## config.mk

```make
export PLATFORM = sky130hd
export DESIGN_NAME = versat_rr_merge
export DESIGN_NICKNAME = d
export VERILOG_FILES = /design/src/rtl/versat_merge_pkg.sv /design/src/rtl/versat_rr_arbiter.sv /design/src/rtl/versat_rr_merge.sv
export SDC_FILE = /design/constraint.sdc
export NUM_CORES = 1
export LEC_CHECK = 0
export ABC_AREA = 1
export CORE_AREA = 2 2 136 138
export DETAILED_ROUTE_END_ITERATION = 10
export DIE_AREA = 0 0 138 140
export MAX_ROUTING_LAYER = met4
export SLEW_MARGIN = 20
export SYNTH_ARGS = -nofsm -noshare
export SYNTH_HDL_FRONTEND = slang
export SYNTH_SLANG_ARGS = --single-unit
```

## constraint.sdc

```tcl
create_clock -name clk -period 2.5 [get_ports clk]
set_clock_uncertainty 0.2 [all_clocks]
set_input_delay 0.375 -clock clk [delete_from_list [all_inputs] [get_ports clk]]
set_output_delay 0.375 -clock clk [all_outputs]
set_load 0.05 [all_outputs]
```

## src/rtl/versat_merge_pkg.sv

```systemverilog
// Shared types and helpers for the Versat databus merge stage.
// Channel state encoding and index-width sizing used by the merge and its arbiter.
package versat_merge_pkg;

   typedef enum logic {
      IDLE = 1'b0,
      BUSY = 1'b1
   } ch_state_t;

   // A one-port merge still needs a 1-bit index register.
   function automatic int idx_w(input int n);
      return (n > 1) ? $clog2(n) : 1;
   endfunction

endpackage

```

## src/rtl/versat_rr_arbiter.sv

```systemverilog
// Round-robin pick: first requester at or after ptr, cyclically; purely combinational.
// Zero latency; no backpressure, the caller decides when the pick is taken.
module versat_rr_arbiter
   import versat_merge_pkg::*;
#(
   parameter int N     = 2,
   parameter int IDX_W = idx_w(N)
) (
   input  logic [N-1:0]     req,
   input  logic [IDX_W-1:0] ptr,
   output logic             gnt_vld,
   output logic [IDX_W-1:0] gnt_idx
);

   logic [31:0] j;

   // Scan from the far end so the candidate closest to ptr is assigned last and wins.
   always_comb begin
      gnt_vld = 1'b0;
      gnt_idx = '0;
      j       = '0;
      for (int k = N - 1; k >= 0; k--) begin
         j = (32'(ptr) + 32'(k)) % 32'(N);
         if (req[j]) begin
            gnt_vld = 1'b1;
            gnt_idx = IDX_W'(j);
         end
      end
   end

endmodule

```

## src/rtl/versat_rr_merge.sv

```systemverilog
// Merges N databus ports onto one write and one read channel, round-robin per channel, grant held until last beat.
// 1 cycle request-to-valid; backpressure passes straight through (s_ready = m_*ready for the owner).
module versat_rr_merge
   import versat_merge_pkg::*;
#(
   parameter int N_SLAVES = 2,
   parameter int ADDR_W   = 32,
   parameter int DATA_W   = 32,
   parameter int LEN_W    = 8
) (
   input  logic                         clk,
   input  logic                         rst,
   input  logic [N_SLAVES-1:0]          s_valid,
   output logic [N_SLAVES-1:0]          s_ready,
   output logic [N_SLAVES-1:0]          s_last,
   input  logic [N_SLAVES*ADDR_W-1:0]   s_addr,
   input  logic [N_SLAVES*DATA_W-1:0]   s_wdata,
   input  logic [N_SLAVES*DATA_W/8-1:0] s_wstrb,
   input  logic [N_SLAVES*LEN_W-1:0]    s_len,
   output logic [DATA_W-1:0]            s_rdata,
   output logic                         m_wvalid,
   input  logic                         m_wready,
   output logic [ADDR_W-1:0]            m_waddr,
   output logic [DATA_W-1:0]            m_wdata,
   output logic [DATA_W/8-1:0]          m_wstrb,
   output logic [LEN_W-1:0]             m_wlen,
   input  logic                         m_wlast,
   output logic                         m_rvalid,
   input  logic                         m_rready,
   output logic [ADDR_W-1:0]            m_raddr,
   output logic [LEN_W-1:0]             m_rlen,
   input  logic [DATA_W-1:0]            m_rdata,
   input  logic                         m_rlast,
   output logic                         w_busy,
   output logic                         r_busy,
   output logic [N_SLAVES-1:0]          w_grant,
   output logic [N_SLAVES-1:0]          r_grant
);

   localparam int IDX_W = idx_w(N_SLAVES);
   localparam int SW    = DATA_W / 8;

   ch_state_t             w_state, w_state_nxt, r_state, r_state_nxt;
   logic [IDX_W-1:0]      w_owner, w_owner_nxt, w_ptr, w_ptr_nxt;
   logic [IDX_W-1:0]      r_owner, r_owner_nxt, r_ptr, r_ptr_nxt;
   logic [N_SLAVES-1:0]   w_req, r_req, w_rdy_vec, r_rdy_vec, w_last_vec, r_last_vec;
   logic                  w_gnt_vld, r_gnt_vld;
   logic [IDX_W-1:0]      w_gnt_idx, r_gnt_idx;

   function automatic logic [IDX_W-1:0] wrap_inc(input logic [IDX_W-1:0] i);
      return IDX_W'((32'(i) + 32'd1) % 32'(N_SLAVES));
   endfunction

   // A port that owns one channel cannot open a burst on the other.
   always_comb begin
      w_req = '0;
      r_req = '0;
      for (int i = 0; i < N_SLAVES; i++) begin
         w_req[i] = s_valid[i] &  (|s_wstrb[i*SW +: SW]) & ~r_grant[i];
         r_req[i] = s_valid[i] & ~(|s_wstrb[i*SW +: SW]) & ~w_grant[i];
      end
   end

   versat_rr_arbiter #(.N(N_SLAVES), .IDX_W(IDX_W)) u_w_arb (
      .req(w_req), .ptr(w_ptr), .gnt_vld(w_gnt_vld), .gnt_idx(w_gnt_idx)
   );

   versat_rr_arbiter #(.N(N_SLAVES), .IDX_W(IDX_W)) u_r_arb (
      .req(r_req), .ptr(r_ptr), .gnt_vld(r_gnt_vld), .gnt_idx(r_gnt_idx)
   );

   always_ff @(posedge clk or negedge rst) begin
      if (!rst) begin
         w_state <= IDLE;
         w_owner <= '0;
         w_ptr   <= '0;
         r_state <= IDLE;
         r_owner <= '0;
         r_ptr   <= '0;
      end else begin
         w_state <= w_state_nxt;
         w_owner <= w_owner_nxt;
         w_ptr   <= w_ptr_nxt;
         r_state <= r_state_nxt;
         r_owner <= r_owner_nxt;
         r_ptr   <= r_ptr_nxt;
      end
   end

   // Burst end is whatever downstream flags as last; beats are never counted here.
   always_comb begin
      w_state_nxt = w_state;
      w_owner_nxt = w_owner;
      w_ptr_nxt   = w_ptr;
      r_state_nxt = r_state;
      r_owner_nxt = r_owner;
      r_ptr_nxt   = r_ptr;
      case (w_state)
         IDLE: if (w_gnt_vld) begin
            w_state_nxt = BUSY;
            w_owner_nxt = w_gnt_idx;
            w_ptr_nxt   = wrap_inc(w_gnt_idx);
         end
         BUSY: if (m_wvalid && m_wready && m_wlast) w_state_nxt = IDLE;
         default: w_state_nxt = IDLE;
      endcase
      case (r_state)
         IDLE: if (r_gnt_vld) begin
            r_state_nxt = BUSY;
            r_owner_nxt = r_gnt_idx;
            r_ptr_nxt   = wrap_inc(r_gnt_idx);
         end
         BUSY: if (m_rvalid && m_rready && m_rlast) r_state_nxt = IDLE;
         default: r_state_nxt = IDLE;
      endcase
   end

   always_comb begin
      w_busy     = (w_state == BUSY);
      r_busy     = (r_state == BUSY);
      m_wvalid   = 1'b0;
      m_waddr    = '0;
      m_wdata    = '0;
      m_wstrb    = '0;
      m_wlen     = '0;
      w_grant    = '0;
      w_rdy_vec  = '0;
      w_last_vec = '0;
      m_rvalid   = 1'b0;
      m_raddr    = '0;
      m_rlen     = '0;
      r_grant    = '0;
      r_rdy_vec  = '0;
      r_last_vec = '0;
      if (w_busy) begin
         m_wvalid            = s_valid[w_owner];
         m_waddr             = s_addr[w_owner*ADDR_W +: ADDR_W];
         m_wdata             = s_wdata[w_owner*DATA_W +: DATA_W];
         m_wstrb             = s_wstrb[w_owner*SW +: SW];
         m_wlen              = s_len[w_owner*LEN_W +: LEN_W];
         w_grant[w_owner]    = 1'b1;
         w_rdy_vec[w_owner]  = m_wready;
         w_last_vec[w_owner] = m_wlast;
      end
      if (r_busy) begin
         m_rvalid            = s_valid[r_owner];
         m_raddr             = s_addr[r_owner*ADDR_W +: ADDR_W];
         m_rlen              = s_len[r_owner*LEN_W +: LEN_W];
         r_grant[r_owner]    = 1'b1;
         r_rdy_vec[r_owner]  = m_rready;
         r_last_vec[r_owner] = m_rlast;
      end
   end

   assign s_ready = w_rdy_vec | r_rdy_vec;
   assign s_last  = w_last_vec | r_last_vec;
   assign s_rdata = m_rdata;

endmodule

```

---- Yosys cells after proc, flatten, opt, wreduce, memory -nomap -nowiden ----
Index checks and enable logic that the tools add are counted.
operators by class
  $add $sub $neg .......................... 4
  order comparisons ....................... 8
  shift operators ......................... 6
  mux-type cells .......................... 44
  bitwise gates (word level) .............. 22
  reduce and logical (&&, ||, !) cells .... 10
operator list
  cell                                                 count
  indexed part select 64 x 7 -> 32 bit                 3
  two-way mux 32 bit                                   3
  indexed part select 16 x 5 -> 8 bit                  2
  two-way mux 1 bit                                    28
  two-way mux 8 bit                                    2
  < comparator 1 x 2 -> 1 bit (second input constant)  6
  two-way mux 2 bit                                    6
  bitwise AND 1 bit                                    8
  bitwise AND 2 bit                                    4
  NOT 1 bit                                            8
  OR reduction 4 bit                                   2
  indexed part select 8 x 4 -> 4 bit                   1
  logical AND 1 bit                                    6
  adder 1 bit (second input constant)                  4
  two-way mux 4 bit                                    1
  OR 2 bit                                             2
  case mux 1 bit (2 select lines)                      2
  AND reduction 2 bit                                  2
  demux 1 bit (select 1 bit)                           2
  >= comparator 1 bit (second input constant)          2
storage, ports and cells
  bits in registers ....................... 6
  input port bits ......................... 192
  output and inout bits ................... 160
  word-level logic and storage cells ...... 100

---- Depth between registers and ports, before layout ----
Gate-level depths: netlist of the first run.
  depth in word-level cells ............... 13
  gate-level depth with buffers ........... 8
  gate-level depth less buffers ........... 8

---- By module ----
Synthesis of the first run repeated with hierarchy kept, for this count alone.
second synthesis, totals
  cells, all modules ...................... 397
  area, all modules ....................... 2227.1 sq um
by module, submodules not included
  module             instances  cells an instance  area each (sq um)  seq. area each (sq um)
  versat_rr_merge    1          389                2189.6             150.1
  versat_rr_arbiter  2          4                  18.8               0.0

---- Worst setup path after synthesis of the first run ----
No wires, ideal clock.
  path type ............................... flip-flop to output port
  from .................................... register r_state, in the netlist r_busy
  to ...................................... output port m_raddr[0]
  data arrival time ....................... 1.883 ns
  required time ........................... 1.925 ns
  setup slack ............................. 0.042 ns
  stages on the path, launching flop included .. 4
  buffers on the path ..................... 1
  path through ............................ dfrtp_1 nand2_1 buf_2 o22ai_1
on the way
  longest elaborated chain between the ends .. 1
ends and longest elaborated chain
  what                      RTL line                source
  start: declaration        versat_rr_merge.sv:43   ch_state_t w_state, w_state_nxt, r_state, r_state_nxt;
  start signal: assignment  versat_rr_merge.sv:84   r_state <= r_state_nxt;
  two-way mux 32 bit        versat_rr_merge.sv:145  if (r_busy) begin
  end: declaration          versat_rr_merge.sv:30   output logic [ADDR_W-1:0] m_raddr,
No other way between the ends.

---- Worst setup path in the final report of the first run ----
  from .................................... register w_owner
  to ...................................... output port m_wdata[15]
on the way
  longest elaborated chain between the ends .. 2
ends and longest elaborated chain
  what                                  RTL line                source
  start: declaration                    versat_rr_merge.sv:44   logic [IDX_W-1:0] w_owner, w_owner_nxt, w_ptr, w_ptr_nxt;
  start signal: assignment              versat_rr_merge.sv:82   w_owner <= w_owner_nxt;
  indexed part select 64 x 7 -> 32 bit  versat_rr_merge.sv:138  m_wdata = s_wdata[w_owner*DATA_W +: DATA_W];
  two-way mux 32 bit                    versat_rr_merge.sv:135  if (w_busy) begin
  end: declaration                      versat_rr_merge.sv:24   output logic [DATA_W-1:0] m_wdata,
No other way between the ends.

==> metrics.txt, run 1 <==
Post-synth top flop=dfrtp_1; setup TNS=0 ns; H-Tree Depth=1; Post-synth EDFFs=0; Die ar.=19320 sq um; Tot GR Track Use=13.05%; TritonRoute pass-1 iters=5; CP max stage cell=dfrtp_1; post-CTS setup buffers=0; Iter 0 DRT Violations=144; Inst Count DP=804; top post-synthesis cells by area=o22ai_2 22%, inv_1 17%, o22ai_1 13%; leading area contributor after synthesis=o22ai_2; Max Fanout on Critical Path=17; syn avg cell area=6.824 sq um; CP Capture Type=output pin; Max-cap violations=0; Final min period=2.214 ns; actual slew at the worst max-slew pin=0.5223 ns; total CTS buffers=3; HPWL after DPL=10700 um; post-CTS sizing=0; root buffer cell=clkbuf_16; worst-path cell chain=inv_1 -> nand2_2 -> inv_2 -> buf_12 -> a22o_1 -> buf_12; Final nets=772; Sw Ratio=54.65%; CTS tree=yes; Hold Vio Cnt, Final=0; # setup viols final=0; Synth Register Bits=6; Slew HR=65.07%; met1 wire length=5435 um; Clk pin slew, worst setup/hold paths=0.04 ns; synth cell count leaders=105 x inv_1, 48 x o22ai_1, 40 x o22ai_2; largest net degree at the start of global routing=48; Worst-Skew Late Latency=0.23 ns; Netlist Area Pre-Place=2300 sq um; fmax=451.7 MHz; Bufs on Longest Clock Path=2; Num Clock Sinks=6; outcome=complete, no violations; NetSw=5.748 mW; DRC viols=0; worst reg-to-reg path cell count=7; wire per inst=16.14 um; post-synth net total=529; layout cells sized above 1=32.35%; Inserted Diodes=0; LEAKAGE=2.933 nW; row count=49; Crit path largest cell delay=0.39 ns; Flop pwr share=1.8%; cell mode on critical path=buf_12; synth warn=0; critical path data required time=1.92 ns; first-pass GRT wire length=19730 um; Mapped Cells=337; Final GP Congestion=0.8491; Crit path arrival time=1.64 ns; # hold bufs at CTS=0; grt total ovfl=0; metal2 WL=6454 um; Power, Total=10.52 mW; Die Width=138 um; Final Worst Setup Slack=0.2862 ns; Tcrit/Tclk final=88.55%; port bufs=287; Comb pwr share=95.7%; Power Dens Cells=1632 nW/um^2; Initial Utilization=12.93%; Ports=352; RSZ-0062 raised after global routing=false; Setup crit start kind=register; most numerous cell in the Yosys netlist=inv_1; total wire length=13030 um; number of global-route vias before repair=3470; Max VDD drop=980.0 uV; Final ANT Viol Nets=0; Int Pwr=4.769 mW; initial antenna violation count=0; vias=3255; Synth cell types=19; final cell count without fillers=807; WS Path Type=register to output pin; uppermost layer routed=met4; Slew Limit Fails=0; share of the synthesized area in the top cell type=21.76%; Die Height=140 um; Clock Power Share=2.5%; Worst Hold Class=input pin to asynchronous set/reset pin; metal3 WL=889 um; Core Box Area=17780 sq um; sequential cell area fraction in the yosys report=6.529%; worst slack at placement=0.5197 ns; share of async-settable or async-resettable flops after synthesis=100.0%; drt via density=4.033; Layout area overhead=180.1%
==> flip-flops by register name, summed over array words and instances, names as in the netlist <==
name     cells
r_ptr        1
r_owner      1
w_ptr        1
w_owner      1
r_busy       1
w_busy       1
==> worst max-delay path: cells and delay by family, from the launching register on <==
family                 cells  cell delay [ns]
and+or+nand+nor            1             0.08
DFF                        1             0.39
AOI/OAI and AO/OA          1             0.20
buffers and inverters      4             0.74
==> power groups by stage <==
stage / Combinational [mW] / Clock [mW] / Sequential [mW]
5_1_grt: 10.4 / 0.270 / 0.197
6_report: 10.1 / 0.258 / 0.189
3_5_place_dp: 10.1 / 0 / 0.189
3_3_place_gp: 10.1 / 0 / 0.189
4_1_cts: 10.2 / 0.261 / 0.189
2_1_floorplan: 5.33 / 0 / 0.231
==> per-layer routing <==
layer	up-vias	GRT usage [%]
met2	180	22.51
met5	-	-
met3	22	2.496
li1	1599	-
met1	1454	15.74
met4	0	3.169
==> through the flow <==
stage | area [sq um] | utilization (%) | hold WS, ns
3_5_place_dp | 6367 | 35.81 | 0.3453
4_1_cts | 6442 | 36.24 | 0.2064
5_1_grt | 6442 | 36.24 | 0.2304
2_1_floorplan | 2300 | - | -0.1206
6_report | 6442 | 36.24 | 0.2016
3_3_place_gp | 6367 | 35.81 | 0.3329
==> worst paths after layout <==
kind                                     startpoint             endpoint  slack, ns
worst max-delay path            w_owner$_DFFE_PN0P_          m_wdata[15]       0.29
worst min-delay path                            rst     w_busy$_DFF_PN0_       0.20
worst max register to register     w_busy$_DFF_PN0_     w_busy$_DFF_PN0_       0.87
worst min register to register  w_owner$_DFFE_PN0P_  w_owner$_DFFE_PN0P_       0.35
max in group asynchronous                       rst    r_ptr$_DFFE_PN0P_       1.67
min in group clk                w_owner$_DFFE_PN0P_  w_owner$_DFFE_PN0P_       0.35
==> cell type report <==
| type | count | area [sq um] |
|---|---|---|
| sequential | 6 | 150.1 |
| inverter | 108 | 407.9 |
| timing repair buffer | 294 | 4224 |
| clock buffer | 3 | 75.07 |
| tap | 229 | 286.5 |
| multi-input combinational | 167 | 1299 |
| fill | 1777 | 11340 |
==> cell usage in the layout (no fill, tap or decap), types with 5 or more instances in the layout <==
master and instances:
o22ai_2 40, nand2_1 19, inv_1 105, dfrtp_1 6, buf_12 129, clkdlybuf4s50_1 161
nand3_1 12, nor2_1 7, o22ai_1 48, a22o_1 32, nand2_2 5
==> logic make-up after synthesis <==
group / after synthesis / synth area share, %
AOI/OAI and AO/OA: 123 / 47.99
buffers and inverters: 164 / 37.11
DFF: 6 / 6.529
and+or+nand+nor: 44 / 8.379
Note: power is estimated with default switching activity, not from simulation.
==> run 2, diff against run 1 <==
--- a/config.mk
+++ b/config.mk
@@ -6,9 +6,9 @@
 export NUM_CORES = 1
 export LEC_CHECK = 0
 export ABC_AREA = 1
-export CORE_AREA = 2 2 136 138
+export CORE_AREA = 2 2 135 137
 export DETAILED_ROUTE_END_ITERATION = 10
-export DIE_AREA = 0 0 138 140
+export DIE_AREA = 0 0 137 139
 export MAX_ROUTING_LAYER = met4
 export SLEW_MARGIN = 20
 export SYNTH_ARGS = -nofsm -noshare
==> constraint.sdc (replaced) <==
create_clock -name clk -period 2.4 [get_ports clk]
set_clock_uncertainty 0.2 [all_clocks]
set_input_delay 0.36 -clock clk [delete_from_list [all_inputs] [get_ports clk]]
set_output_delay 0.36 -clock clk [all_outputs]
set_load 0.05 [all_outputs]
==> metrics.txt, run 2 (synthesized netlist as in run 1, its figures left out) <==
# setup viols final=0; Hold Vio Cnt, Final=0; NetSw=5.984 mW; fin area=6460 sq um; Power, Total=10.99 mW; initial antenna violation count=0; Worst-Skew Late Latency=0.23 ns; r2r startpoint=w_busy$_DFF_PN0_; Crit path largest cell delay=0.46 ns; H-Tree Depth=1; metal2 WL=6026 um; post-CTS sizing=0; grt total ovfl=0; row count=49; met1 wire length=4903 um; Initial Utilization=13.02%; Ports=352; WS Path Type=register to output pin; stages on the worst setup path=4; Core Box Area=17660 sq um; Final GP Congestion=0.7928; Fin Hold WS=0.1834 ns; Max Fanout on Critical Path=35; drt via density=4.083; setup TNS=0 ns; Max-cap violations=0; Num Clock Sinks=6; most common cell after layout, fill and taps aside=clkdlybuf4s50_1; number of global-route vias before repair=3400; Tcrit/Tclk final=92.62%; Final ANT Viol Nets=0; RSZ-0062 raised after global routing=false; Crit path arrival time=1.66 ns; Final nets=773; layout cells sized above 1=32.30%; Final Worst Setup Slack=0.1770 ns; CTS tree=yes; Die Height=139 um; Worst Hold Class=input pin to asynchronous set/reset pin; HPWL after DPL=9974 um; actual slew at the worst max-slew pin=0.5311 ns; Bufs on Longest Clock Path=2; critical path data required time=1.84 ns; Max VDD drop=762.8 uV; Die ar.=19040 sq um; worst-path cell chain=nand2_2 -> inv_4 -> a22o_1 -> buf_12; Power Dens Cells=1702 nW/um^2; Slew HR=64.48%; uppermost layer routed=met4; commonest cells after routing, fill and taps aside=161 x clkdlybuf4s50_1, 130 x buf_12, 105 x inv_1; Crit. Startpoint=w_busy$_DFF_PN0_; total CTS buffers=3; Iter 0 DRT Violations=111; worst slack at placement=0.4339 ns; # hold bufs at CTS=0; Crit path max-delay family=buffers and inverters; Die Width=137 um; port bufs=287; FF-to-FF End=w_busy$_DFF_PN0_; Int Pwr=5.009 mW; LEAKAGE=2.943 nW; Comb pwr share=95.6%; r2r setup slk=0.73 ns; post-CTS setup buffers=0; DRC viols=0; Slew Limit Fails=0; Inserted Diodes=0; CP Capture Type=output pin; wire per inst=15.29 um; Placed Area=6385 sq um; fmax=449.9 MHz; outcome=complete, no violations; root buffer cell=clkbuf_16; Clock Power Share=2.5%; Final min period=2.223 ns; TritonRoute pass-1 iters=4; worst reg-to-reg path cell count=7; vias=3299; first-pass GRT wire length=18390 um; worst setup path endpoint=m_wdata[31]; total wire length=12360 um; Layout area overhead=180.9%; metal3 WL=1253 um; Flop pwr share=1.9%; Sw Ratio=54.43%; Buf/Inv on CP=2; Clk pin slew, worst setup/hold paths=0.03 ns; largest net degree at the start of global routing=44; Setup crit start kind=register; CP max stage cell=dfrtp_1; Tot GR Track Use=12.42%
## run 2: cell types whose count changed in the layout (fill, tap and decap cells not counted)
cell,delta
buf_12,+1
nand2_2,-1
nand2_1,+1
## run 2: metrics by stage
step,cells,utilization (%)
final,808,36.59
after global routing,808,36.59
after CTS,808,36.59
after detailed placement,805,36.16
after global placement,805,36.16
after floorplan,337,-
## run 2: final cells by class
cell class	instances	area, sq um
Timing Repair Buffer	295	4244
Fill cell	1773	11200
Sequential cell	6	150.1
Clock buffer	3	75.07
Multi-Input combinational cell	167	1296
Inverter	108	407.9
Tap cell	229	286.5
## run 2: how the worst min path moves through the flow
stage / to / slack [ns] / cells after the start
after floorplan: r_busy$_DFF_PN0_ / -0.14 / 0
after global placement: w_owner$_DFFE_PN0P_ / 0.34 / 2
after detailed placement: w_owner$_DFFE_PN0P_ / 0.34 / 2
after CTS: r_owner$_DFFE_PN0P_ / 0.20 / 1
after global routing: r_ptr$_DFFE_PN0P_ / 0.21 / 1
final: r_owner$_DFFE_PN0P_ / 0.18 / 1
## run 2: layer usage
| layer | GRT usage [%] | vias to the layer above |
|---|---|---|
| met4 | 2.442 | 0 |
| li1 | - | 1593 |
| met5 | - | - |
| met2 | 21.31 | 183 |
| met3 | 3.107 | 24 |
| met1 | 14.61 | 1499 |
## run 2: power by group through the flow
stage / logic (mW) / clock network (mW) / registers, mW
after floorplan: 5.55 / 0 / 0.240
after global placement: 10.6 / 0 / 0.203
after detailed placement: 10.6 / 0 / 0.205
after CTS: 10.6 / 0.280 / 0.204
after global routing: 10.9 / 0.286 / 0.212
final: 10.5 / 0.278 / 0.204
## run 2: worst register-to-register path, stage by stage (launching register included)
cell     delay (ns)
dfrtp_1        0.46
nand2_2        0.15
inv_4          0.32
nand2_1        0.12
o21ai_2        0.11
nand2_1        0.07
nand2_1        0.06
nand3_1        0.06
